<file path="config.mk">
export PLATFORM = sky130hd
export DESIGN_NAME = fact_bus_master
export DESIGN_NICKNAME = d
export VERILOG_FILES = /design/src/rtl/fact_pkg.sv /design/src/rtl/fact_bus_master.sv
export SDC_FILE = /design/constraint.sdc
export NUM_CORES = 1
export LEC_CHECK = 0
export BUFFER_PORTS_ARGS = -buffer_cell sky130_fd_sc_hd__buf_4
export CAP_MARGIN = 0
export CORE_UTILIZATION = 45
export CTS_CLUSTER_DIAMETER = 150
export DETAILED_ROUTE_END_ITERATION = 10
export GPL_ROUTABILITY_DRIVEN = 0
export HOLD_SLACK_MARGIN = 0.05
export PLACE_DENSITY = 0.76
export SYNTH_ARGS = -nofsm -noshare
export SYNTH_HDL_FRONTEND = slang
export SYNTH_SLANG_ARGS = --single-unit
</file>
<file path="constraint.sdc">
create_clock -name clk -period 1.6 [get_ports clk]
set_input_delay 0.08 -clock clk [delete_from_list [all_inputs] [get_ports clk]]
set_output_delay 0.08 -clock clk [all_outputs]
set_load 0.05 [all_outputs]
</file>
<file path="src/rtl/fact_pkg.sv">
// Shared constants and state encoding for the factorial accelerator bus master.
// Address values match the slave's A[3:2] register select.
package fact_pkg;

  localparam logic [1:0] ADDR_N      = 2'b00;
  localparam logic [1:0] ADDR_GO     = 2'b01;
  localparam logic [1:0] ADDR_STATUS = 2'b10;
  localparam logic [1:0] ADDR_RESULT = 2'b11;

  localparam int STATUS_DONE = 0;
  localparam int STATUS_ERR  = 1;

  localparam int FACT_MAX_N = 12;

  typedef enum logic [2:0] {
    S_IDLE,
    S_WR_N,
    S_WR_GO,
    S_CLR_GO,
    S_POLL,
    S_RD_RES,
    S_RESP
  } state_t;

endpackage

</file>
<file path="src/rtl/fact_bus_master.sv">
// Bus initiator for the factorial accelerator: takes n on a request port,
// writes N and a GO pulse, polls STATUS, reads RESULT and returns it on a response port.
module fact_bus_master
  import fact_pkg::*;
#(
  parameter int POLL_LIMIT = 255,
  parameter int CNT_W      = 8
) (
  input  logic        clk,
  input  logic        rst,
  input  logic        req_valid,
  output logic        req_ready,
  input  logic [3:0]  req_n,
  output logic        rsp_valid,
  input  logic        rsp_ready,
  output logic [31:0] rsp_result,
  output logic        rsp_err,
  output logic        rsp_timeout,
  output logic        busy,
  output logic [1:0]  A,
  output logic        WE,
  output logic [3:0]  WD,
  input  logic [31:0] RD
);

  localparam logic [CNT_W-1:0] CNT_LAST = CNT_W'(POLL_LIMIT - 1);

  state_t           state_reg, state_next;
  logic [3:0]       n_reg;
  logic [CNT_W-1:0] cnt_reg;
  logic [31:0]      result_reg;
  logic             err_reg;
  logic             timeout_reg;

  logic st_done, st_err;
  assign st_done = RD[STATUS_DONE];
  assign st_err  = RD[STATUS_ERR];

  assign rsp_result  = result_reg;
  assign rsp_err     = err_reg;
  assign rsp_timeout = timeout_reg;

  // Bus outputs are pure state decode (plus the captured n), never from RD.
  always_comb begin
    state_next = state_reg;
    req_ready  = 1'b0;
    rsp_valid  = 1'b0;
    busy       = 1'b1;
    A          = ADDR_N;
    WE         = 1'b0;
    WD         = 4'd0;
    case (state_reg)
      S_IDLE: begin
        req_ready = 1'b1;
        busy      = 1'b0;
        if (req_valid) state_next = S_WR_N;
      end
      S_WR_N: begin
        WE         = 1'b1;
        WD         = n_reg;
        state_next = S_WR_GO;
      end
      S_WR_GO: begin
        A          = ADDR_GO;
        WE         = 1'b1;
        WD         = 4'd1;
        state_next = S_CLR_GO;
      end
      S_CLR_GO: begin
        A          = ADDR_GO;
        WE         = 1'b1;
        state_next = S_POLL;
      end
      S_POLL: begin
        A = ADDR_STATUS;
        if (st_done && st_err)       state_next = S_RESP;
        else if (st_done)            state_next = S_RD_RES;
        else if (cnt_reg == CNT_LAST) state_next = S_RESP;
      end
      S_RD_RES: begin
        A          = ADDR_RESULT;
        state_next = S_RESP;
      end
      S_RESP: begin
        rsp_valid = 1'b1;
        if (rsp_ready) state_next = S_IDLE;
      end
      default: state_next = S_IDLE;
    endcase
  end

  always_ff @(posedge clk or negedge rst) begin
    if (!rst) begin
      state_reg   <= S_IDLE;
      n_reg       <= 4'd0;
      cnt_reg     <= '0;
      result_reg  <= 32'd0;
      err_reg     <= 1'b0;
      timeout_reg <= 1'b0;
    end else begin
      state_reg <= state_next;
      case (state_reg)
        S_IDLE:   if (req_valid) n_reg <= req_n;
        S_CLR_GO: cnt_reg <= '0;
        S_POLL: begin
          cnt_reg <= cnt_reg + 1'b1;
          // Error beats done: the result register is never read on error.
          if (st_done && st_err) begin
            result_reg  <= 32'd0;
            err_reg     <= 1'b1;
            timeout_reg <= 1'b0;
          end else if (!st_done && cnt_reg == CNT_LAST) begin
            result_reg  <= 32'd0;
            err_reg     <= 1'b1;
            timeout_reg <= 1'b1;
          end
        end
        S_RD_RES: begin
          result_reg  <= RD;
          err_reg     <= 1'b0;
          timeout_reg <= 1'b0;
        end
        default: ;
      endcase
    end
  end

endmodule

</file>
==> results_dict.tcl <==
set metrics [dict create \
    synth_adder_area_share_pct 2.661 \
    hold_class "input port to register" \
    final-max-slew-violation-count 0 \
    seqCellArea_um2 1226 \
    setup.worst_path.class "register to output port" \
    drc 0 \
    n_antenna_cell 0 \
    arrival_ps 1520 \
    drv_cap 0 \
    drt_iter0_markers 128 \
    power.sequential.fraction_pct 26.9 \
    critical_path_required_ps 1520 \
    number_of_nets_in_the_finished_design 428 \
    layout_area_overhead_pct 57.69 \
    cp_common_cell "sky130_fd_sc_hd__buf_6" \
    length_in_cells_of_the_worst_reg_to_reg_path 5 \
    rsz0062_at_grt "true" \
    drt.antenna.violating_nets 0 \
    clock_power_share_pct 10.4 \
    netlist.top_cell.by_area "sky130_fd_sc_hd__dfrtp_1" \
    status "finished clean" \
    postPlaceCellArea_um2 3124 \
    synth_ff_type "sky130_fd_sc_hd__dfrtp_1" \
    cp_cell_sequence "buf_6 > buf_4 > nand2b_1 > a21oi_2 > buf_6" \
    synth.yosys.seq_area_share_pct 52.16 \
    timing.critical_path.slowest_stage_cell "sky130_fd_sc_hd__dfrtp_1" \
    overflow 0 \
    synth_fp_nets 295 \
    combinational_family_with_the_most_area_after_synthesis "simple AND/OR/NAND/NOR gates" \
    initial_antenna_violation_count 0 \
    synth-edff-count 0 \
    die_width_um 74.28 \
    crit_path_start_kind "register" \
    final.fill_count 351 \
    clk_pin_slew_ps 90 \
    vdd.ir_drop.worst_uv 1398 \
    cell_area_after_synthesis_um2 2351 \
    maximum_number_of_pins_on_one_net_before_global_route_repair 50 \
    yosys.area_share.simple_pct 19.90 \
    fin_hold_ws_ps 145.4 \
    stdcell_area_um2 3707 \
    comb_power_share_pct 62.7 \
    internal-power_uw 3742 \
    avgViaCountPerCell 5.220 \
    area_of_the_core_region_um2 4880 \
    first_pass_iters 4 \
    grt_first_pass_wirelength_mm 10.43 \
    post_synth_most_frequent_cells "76 x sky130_fd_sc_hd__nand2_1, 49 x sky130_fd_sc_hd__dfrtp_1, 34 x sky130_fd_sc_hd__a21oi_1, 12 x sky130_fd_sc_hd__nor2_1" \
    power.switching_fraction_pct 50.01 \
    final_layout_size_suffix_gt1_share_pct 35.68 \
    tritoncts "yes" \
    critical_path.top_delay_family "buffers and inverters" \
    avgSynthCellArea_um2 9.404 \
    routed_wl_mm 6.708 \
    post_detailed_placement_half_perimeter_wirelength_mm 4.081 \
    timing.final.crit_share_pct 99.99 \
    timing.critical_path.to_type "output port" \
    die_y_um 74.28 \
    power_switching_uw 3742 \
    muxShareOfSynthArea_pct 2.395 \
    synth.ff_latch_count 49 \
    finalHoldViolations 0 \
    htree_levels 2 \
    max-slew-margin-rel_pct 58.59 \
    synth-async-reset-ratio_pct 100.0 \
    finalClockSkew_ps 7.411 \
    groute.usage.overall_pct 24.88 \
    yosys.area_share.xor_xnor_pct 0 \
    synth_cells 250 \
    fp.dieArea_um2 5518 \
    power.density_cell_area_nw_per_um2 2019 \
    fmax_mhz 625.1 \
    leakagePower_uw 0.001743 \
    vias 2354 \
    worstSetupPathDepth 5 \
    timing.final.crit_period_ps 1600 \
    yosys.area.top_type_share_pct 52.16 \
    std_cell_rows 25 \
    grt_pass1_vias 2362 \
    tightest_slew_ps 621.1 \
    portBuffers 83 \
    insertion_delay_ps 300 \
    cts_inserted_buffers 5 \
    yosysWarnings 0 \
    routed_wire_length_per_instance_um 14.87 \
    worst_r2r_startpoint "state_reg[0]" \
    initial_core_util_pct 48.18 \
    worstPathMaxFanout 4 \
    synth_compound_area_share_pct 17.51 \
    clkSinkCount 49 \
    worst_setup_path_startpoint "state_reg[0]" \
    ff2ff_setup_slack_ps 10 \
    critical-path-max-stage-delay_ps 410 \
    timing.critical_path.to "WD[0]" \
    cts-root-buf "sky130_fd_sc_hd__clkbuf_8" \
    largest_register_ff_count 32 \
    timing.critical_path.buf_inv 3 \
    clockBufferDepth 2 \
    multi_input_area_um2 1060 \
    design.portCount 84 \
    total_power_uw 7484 \
    most_instantiated_library_cell_after_synthesis "sky130_fd_sc_hd__nand2_1" \
    yosys-top-cells-area "sky130_fd_sc_hd__dfrtp_1 52%, sky130_fd_sc_hd__nand2_1 12%, sky130_fd_sc_hd__a21oi_1 7.2%" \
    reg2reg_to "rsp_result[6]" \
    yosysUniqueCellTypes 35 \
    final-setup-viol-count 0 \
]
through the flow:
step	util, %	instances	setup TNS (ps)	setup WS [ps]
2_1_floorplan	-	250	-262.4	-65.60
3_3_place_gp	64.03	400	0	118.0
3_5_place_dp	64.03	400	0	45.51
4_1_cts	74.62	448	-2.985	-2.985
5_1_grt	75.97	451	-311.1	-51.03
6_report	75.97	451	0	0.2121
power groups by stage:
| stage | Combinational, uW | Sequential (uW) | Clock [uW] |
|---|---|---|---|
| after floorplan | 1750 | 3290 | 0 |
| after global routing | 4980 | 2060 | 845 |
| final | 4690 | 2010 | 777 |
| after detailed placement | 4290 | 2010 | 0 |
| after global placement | 4210 | 1990 | 0 |
| after CTS | 4500 | 2000 | 788 |
layout by cell type (no fill, tap or decap), types with 2 or more instances in the layout:
| cell | Yosys | final |
|---|---|---|
| sky130_fd_sc_hd__a311oi_1 | 4 | 4 |
| sky130_fd_sc_hd__nand2_1 | 76 | 75 |
| sky130_fd_sc_hd__buf_6 | 4 | 7 |
| sky130_fd_sc_hd__a21oi_2 | 5 | 6 |
| sky130_fd_sc_hd__a41oi_1 | 3 | 3 |
| sky130_fd_sc_hd__nand2b_1 | 2 | 2 |
| sky130_fd_sc_hd__buf_4 | 1 | 95 |
| sky130_fd_sc_hd__and2_4 | 0 | 2 |
| sky130_fd_sc_hd__nor4_1 | 2 | 2 |
| sky130_fd_sc_hd__a21boi_0 | 4 | 4 |
| sky130_fd_sc_hd__nor2_4 | 1 | 4 |
| sky130_fd_sc_hd__a221oi_1 | 2 | 2 |
| sky130_fd_sc_hd__o32ai_1 | 2 | 2 |
| sky130_fd_sc_hd__nor3_1 | 4 | 4 |
| sky130_fd_sc_hd__inv_1 | 4 | 2 |
| sky130_fd_sc_hd__ha_1 | 5 | 3 |
| sky130_fd_sc_hd__a21oi_1 | 34 | 33 |
| sky130_fd_sc_hd__dfrtp_1 | 49 | 49 |
| sky130_fd_sc_hd__a211oi_1 | 3 | 3 |
| sky130_fd_sc_hd__buf_12 | 0 | 2 |
| sky130_fd_sc_hd__clkbuf_8 | 0 | 6 |
| sky130_fd_sc_hd__mux2_2 | 5 | 5 |
| sky130_fd_sc_hd__and3_1 | 5 | 5 |
| sky130_fd_sc_hd__dlygate4sd3_1 | 0 | 37 |
| sky130_fd_sc_hd__nand3_1 | 2 | 2 |
| sky130_fd_sc_hd__nor2_1 | 12 | 9 |
tightest hold or removal path: cells and delay by family:
family / cells / cell delay, ps
simple gates: 2 / 210
buf+inv: 1 / 120
per-layer routing:
layer	routed length, um	global-route usage, %
met1	2758	30.35
met2	3437	43.64
met3	428	6.233
met4	84	7.338
met5	0	0
kinds of logic (layout without fill, tap and decap cells):
logic type / after synthesis / count (layout)
compound gates: 61 / 61
fa+ha+maj: 5 / 5
buf+inv: 20 / 154
flops: 49 / 49
mux: 5 / 5
simple gates: 110 / 110
worst min-delay path by stage:
stage	start	to	slack [ps]	depth (start not counted)
after detailed placement	rst	cnt_reg[0]	140	1
after global placement	rst	cnt_reg[2]	140	1
after floorplan	rst	cnt_reg[0]	-220	0
after CTS	req_valid	state_reg[0]	130	3
final	req_valid	state_reg[0]	150	3
after global routing	req_valid	state_reg[0]	190	3
layout make-up:
class / count / share of cell area [%]
clock inverter: 2 / 0.3712
clock buffer: 6 / 2.227
sequential: 49 / 33.07
inverter: 4 / 0.6412
tap: 67 / 2.261
timing repair buffer: 142 / 32.84
multi-input combinational: 181 / 28.59
repair_timing:
| action | 4_1_cts | 5_1_grt |
|---|---|---|
| hold endpoints to repair | 85 | 0 |
| hold buffers | 37 | 0 |
| buffers inserted | 3 | 3 |
| setup endpoints to repair | 5 | 27 |
| pin swaps | 0 | 3 |
| cloned | 0 | 0 |
| gates resized for setup | 8 | 10 |
No activity file was read; power rests on OpenSTA's default activity.
